<file path="config.mk">
export PLATFORM = sky130hd
export DESIGN_NAME = circular_pointer_fifo_np2
export DESIGN_NICKNAME = d
export VERILOG_FILES = /design/src/rtl/circular_pointer_fifo_np2.sv
export SDC_FILE = /design/constraint.sdc
export NUM_CORES = 1
export LEC_CHECK = 0
export CAP_MARGIN = 25
export CORE_AREA = 2 2 90 92
export CTS_CLUSTER_SIZE = 10
export DETAILED_ROUTE_END_ITERATION = 8
export DIE_AREA = 0 0 92 94
export GPL_ROUTABILITY_DRIVEN = 0
export MAX_ROUTING_LAYER = met4
export PLACE_DENSITY = 0.61
export SETUP_SLACK_MARGIN = 0.5
export SLEW_MARGIN = 20
export SYNTH_ARGS = -nofsm -noshare
export SYNTH_HDL_FRONTEND = slang
export SYNTH_SLANG_ARGS = --single-unit
</file>
<file path="constraint.sdc">
create_clock -name clk -period 5.55 [get_ports clk]
set_clock_uncertainty 0.05 [all_clocks]
set_input_delay 1.11 -clock clk [delete_from_list [all_inputs] [get_ports clk]]
set_output_delay 1.11 -clock clk [all_outputs]
set_load 0.01 [all_outputs]
</file>
<file path="src/rtl/circular_pointer_fifo_np2.sv">
// -----------------------------------------------------------------------------
// circular_pointer_fifo_np2
//
// Single-clock FIFO built on a register array with circular read/write
// pointers. DEPTH may be any integer >= 2, so each pointer wraps explicitly
// at DEPTH-1 instead of relying on natural binary rollover. Occupancy is
// tracked in a dedicated counter, and every status flag is decoded from
// that counter.
//
// Parameters:
//   WIDTH     data word width in bits (>= 1)
//   DEPTH     number of storage entries (>= 2, power of two not required)
//   AF_LEVEL  almost_full asserts when count >= AF_LEVEL
//   AE_LEVEL  almost_empty asserts when count <= AE_LEVEL
//
// Ports:
//   clk           rising-edge clock
//   rst           asynchronous, active-high reset
//   push          write request; data_in is stored when the push is accepted
//   data_in       write data
//   pop           read request
//   clr_err       synchronous clear of overflow/underflow (set wins)
//   data_out      registered read data; holds its value between reads
//   data_out_vld  one-cycle strobe following every accepted pop
//   empty         count == 0
//   full          count == DEPTH
//   almost_full   count >= AF_LEVEL
//   almost_empty  count <= AE_LEVEL
//   count         current occupancy, 0..DEPTH
//   overflow      sticky: a push was rejected
//   underflow     sticky: a pop was rejected
// -----------------------------------------------------------------------------
module circular_pointer_fifo_np2 #(
  parameter int WIDTH    = 8,
  parameter int DEPTH    = 5,
  parameter int AF_LEVEL = DEPTH - 1,
  parameter int AE_LEVEL = 1
) (
  input  logic                       clk,
  input  logic                       rst,
  input  logic                       push,
  input  logic [WIDTH-1:0]           data_in,
  input  logic                       pop,
  input  logic                       clr_err,
  output logic [WIDTH-1:0]           data_out,
  output logic                       data_out_vld,
  output logic                       empty,
  output logic                       full,
  output logic                       almost_full,
  output logic                       almost_empty,
  output logic [$clog2(DEPTH+1)-1:0] count,
  output logic                       overflow,
  output logic                       underflow
);

  localparam int PTR_W = ($clog2(DEPTH) > 1) ? $clog2(DEPTH) : 1;
  localparam int CNT_W = $clog2(DEPTH + 1);

  localparam logic [PTR_W-1:0] PTR_LAST = PTR_W'(DEPTH - 1);
  localparam logic [CNT_W-1:0] CNT_FULL = CNT_W'(DEPTH);

  logic [WIDTH-1:0] mem [DEPTH];
  logic [PTR_W-1:0] wr_ptr;
  logic [PTR_W-1:0] rd_ptr;
  logic [CNT_W-1:0] count_next;
  logic             pop_ok;
  logic             push_ok;

  // Explicit wrap keeps the pointer inside 0..DEPTH-1 even when DEPTH is
  // not a power of two, so values >= DEPTH can never be produced.
  function automatic logic [PTR_W-1:0] ptr_next(input logic [PTR_W-1:0] p);
    return (p == PTR_LAST) ? '0 : p + 1'b1;
  endfunction

  // ---------------------------------------------------------------------------
  // Acceptance and next-count decode
  // ---------------------------------------------------------------------------
  // NOTE: every signal is given a default at the top of the always_comb so no
  // path leaves it unassigned; that is what keeps a latch from being inferred.
  always_comb begin
    pop_ok     = 1'b0;
    push_ok    = 1'b0;
    count_next = count;

    pop_ok  = pop && (count != '0);
    // A push while full is legal only when the same-cycle pop frees a slot.
    push_ok = push && ((count != CNT_FULL) || pop_ok);

    unique case ({push_ok, pop_ok})
      2'b10:   count_next = count + 1'b1;
      2'b01:   count_next = count - 1'b1;
      default: count_next = count;
    endcase
  end

  // ---------------------------------------------------------------------------
  // Storage
  // ---------------------------------------------------------------------------
  // NOTE: the array carries no reset. Validity is tracked by count and the
  // pointers, so the contents left over after reset are never observable, and
  // leaving the memory out of the reset lets it map onto plain registers/RAM.
  always_ff @(posedge clk) begin
    if (push_ok) begin
      mem[wr_ptr] <= data_in;
    end
  end

  // ---------------------------------------------------------------------------
  // Pointers, occupancy, read port
  // ---------------------------------------------------------------------------
  // NOTE: sequential state is updated with non-blocking assignments only, so
  // every register samples the pre-edge value of every other register and the
  // result does not depend on process evaluation order.
  always_ff @(posedge clk or posedge rst) begin
    if (rst) begin
      wr_ptr       <= '0;
      rd_ptr       <= '0;
      count        <= '0;
      data_out     <= '0;
      data_out_vld <= 1'b0;
    end else begin
      count        <= count_next;
      data_out_vld <= pop_ok;
      if (push_ok) begin
        wr_ptr <= ptr_next(wr_ptr);
      end
      if (pop_ok) begin
        // When full with push and pop together, rd_ptr == wr_ptr: the read
        // sees the old word because the memory write lands at the same edge.
        data_out <= mem[rd_ptr];
        rd_ptr   <= ptr_next(rd_ptr);
      end
    end
  end

  // ---------------------------------------------------------------------------
  // Sticky error flags: a new rejection outranks a same-cycle clear
  // ---------------------------------------------------------------------------
  always_ff @(posedge clk or posedge rst) begin
    if (rst) begin
      overflow  <= 1'b0;
      underflow <= 1'b0;
    end else begin
      overflow  <= (push && !push_ok) || (overflow  && !clr_err);
      underflow <= (pop  && !pop_ok)  || (underflow && !clr_err);
    end
  end

  // ---------------------------------------------------------------------------
  // Status flags, decoded from the count register only (no path from push/pop)
  // ---------------------------------------------------------------------------
  assign empty        = (count == '0);
  assign full         = (count == CNT_FULL);
  assign almost_full  = (int'(count) >= AF_LEVEL);
  assign almost_empty = (int'(count) <= AE_LEVEL);

endmodule

</file>
==> flow_metrics.tcl <==
set metrics [dict create \
    outcome "completed" \
    place_ws_ns 2.07 \
    critPathLaunchType "primary input" \
    vdd_drop_max_mv 0.143 \
    post-dp-hpwl_um 2880 \
    yosys-top-cells-area "edfxtp_1 48%, dfrtp_1 20%, mux4_2 7.2%" \
    boundaryPins 31 \
    areaGrowthSynthToFinish_pct 23.0 \
    synth_common_cells "40 x edfxtp_1, 20 x dfrtp_1, 12 x inv_1, 11 x a21oi_1, 11 x nor2_1" \
    die_area_sq_um 8650 \
    fin_ws_ns 2.45 \
    track_usage_pct 12.5 \
    drive_above_1_share_pct 14.2 \
    cts_buffer_depth 2 \
    grt-ovfl-total 0 \
    cts_htree_levels 3 \
    num_rows 32 \
    synthesis.area_sq_um 2520 \
    yosys.area.top_type "edfxtp_1" \
    synth-edff-count 40 \
    grt_max_degree 25 \
    cts_buffers 9 \
    synth_most_common_cell "edfxtp_1" \
    synth_ff_type "edfxtp_1" \
    critPathRequiredTime_ns 5.46 \
    portBuffers 30 \
    ant_nets 0 \
    clockRootBuffer "clkbuf_8" \
    rsz0062_at_grt "no" \
    yosys.area.top_type_share_pct 47.7 \
    die_h_um 94 \
    drv_slew 0 \
    fin_crit_ns 3.10 \
    yosysWarnings 0 \
    core-area_sq_um 7610 \
    max_slew_margin_pct 39.0 \
    die_w_um 92 \
    path_class "in2reg" \
    cp-end-kind "flop" \
    syn_inst 169 \
    hold_buffers 0 \
    leakage_nw 1.14 \
    cts_tree "yes" \
    hp-class "reg2reg" \
    finalHoldViolations 0 \
    synth.avg_cell_area_sq_um 14.9 \
    tightest_slew_ns 0.913 \
    drc 0 \
    critPathMaxFanout 11 \
    worstPathArrival_ns 3.01 \
    antenna_found_initial 0 \
    path_clk_slew_ns 0.06 \
    async_flop_share_pct 33.3 \
    synth_fp_nets 190 \
    dr.pass1.iters 5 \
    synth-seq-area-share_pct 67.6 \
    cts_setup_buffers 0 \
    drv_cap 0 \
    start_util_pct 33.1 \
    vias_per_cell 4.54 \
    num_antenna_cells 0 \
    max_freq_mhz 322 \
    cts_resized 0 \
    ys_types 34 \
    synth_seq_cells 60 \
    power.density_nw_per_um2 509 \
    tns_ns 0 \
    cts_num_sinks 60 \
    grt_pass1_wl_um 7530 \
    clk_latency_ns 0.34 \
    wl_per_cell_um 14.6 \
    hold_ws_ns 0.473 \
    period_share_pct 55.9 \
    drt-total-wl_um 4560 \
    grt_pass1_vias 1437 \
    setup_viol 0 \
    nets 227 \
    num_vias 1422 \
    drt_iter0_drc 61 \
]
[cell families after synthesis]
group	Yosys count	synth area share [%]
flip-flops	60	67.6
AND/OR/NAND/NOR	32	6.86
AO/OA/AOI/OAI	28	6.26
buffers and inverters	22	3.78
multiplexers	18	11.2
adder cells (fa/ha/maj)	8	3.97
XOR/XNOR	1	0.348
[power by group]
group | total (mW) | leakage (nW) | switching, mW | internal, mW
sequential | 0.719 | 0.602 | 0.120 | 0.599
clock | 0.330 | 0.0848 | 0.159 | 0.171
combinational | 0.528 | 0.451 | 0.232 | 0.296
total | 1.58 | 1.14 | 0.511 | 1.07
[placed cells by master, fill, tap and decap left out, types with 2 or more instances in the layout]
cell	instances
edfxtp_1	40
nor2_1	11
clkbuf_1	3
nand2b_1	2
inv_1	12
ha_1	8
clkbuf_8	10
mux2i_1	8
o21ai_0	6
nand3_1	2
buf_4	4
inv_2	2
nor4_1	4
mux4_2	8
a21oi_1	11
nand2_1	7
clkinv_2	2
o21ai_1	3
o22ai_1	2
dfrtp_1	20
clkdlybuf4s50_1	30
[layout make-up]
| cell class | count | area [sq um] |
|---|---|---|
| clock buffer | 13 | 149 |
| clock inverter | 3 | 13.8 |
| fill | 736 | 4510 |
| inverter | 14 | 52.6 |
| multi-input combinational | 87 | 722 |
| sequential | 60 | 1700 |
| tap | 102 | 128 |
| timing repair buffer | 34 | 330 |
[registers in the layout, summed over array words and instances, names as in the netlist]
| name | count |
|---|---|
| count | 3 |
| data_out | 8 |
| data_out_vld | 1 |
| mem | 40 |
| overflow | 1 |
| rd_ptr | 3 |
| underflow | 1 |
| wr_ptr | 3 |
[through the flow]
| stage | cell area, sq um | std cells | util [%] | power, mW |
|---|---|---|---|---|
| 2_1_floorplan | 2520 | 169 | - | 1.05 |
| 3_3_place_gp | 2930 | 297 | 38.6 | 1.26 |
| 3_5_place_dp | 2930 | 297 | 38.6 | 1.27 |
| 4_1_cts | 3100 | 313 | 40.7 | 1.60 |
| 5_1_grt | 3100 | 313 | 40.7 | 1.69 |
| 6_report | 3100 | 313 | 40.7 | 1.58 |
[final timing paths]
| check | from | to | slack (ns) | cells past startpoint |
|---|---|---|---|---|
| min | underflow$_DFF_PP0_ | underflow$_DFF_PP0_ | 0.47 | 2 |
| min reg2reg | underflow$_DFF_PP0_ | underflow$_DFF_PP0_ | 0.47 | 2 |
| max | pop | mem[4][5]$_DFFE_PP_ | 2.45 | 4 |
| min in group asynchronous | rst | data_out[2]$_DFFE_PP0N_ | 1.18 | 2 |
| max reg2reg | count[1]$_DFFE_PP0P_ | mem[4][5]$_DFFE_PP_ | 3.07 | 5 |
| max in group asynchronous | rst | wr_ptr[0]$_DFFE_PP0P_ | 3.77 | 2 |
[critical path, cell delays in order]
cell	delay [ns]
clkdlybuf4s50_1	0.59
nand3b_1	0.22
nand2_1	0.25
nor4b_2	0.83
[layer usage]
metal  global-route usage (%)  routed length, um  part of all wire, %  vias to the layer above
met4                     8.21                118                  2.6                        0
met3                     3.85                135                  3.0                        8
met2                     17.7               2100                   46                       27
li1                         -                  -                    -                      700
met5                        -                  0                    0                        -
met1                     15.5               2210                   48                      687
Note: power is estimated with default switching activity, not from simulation.
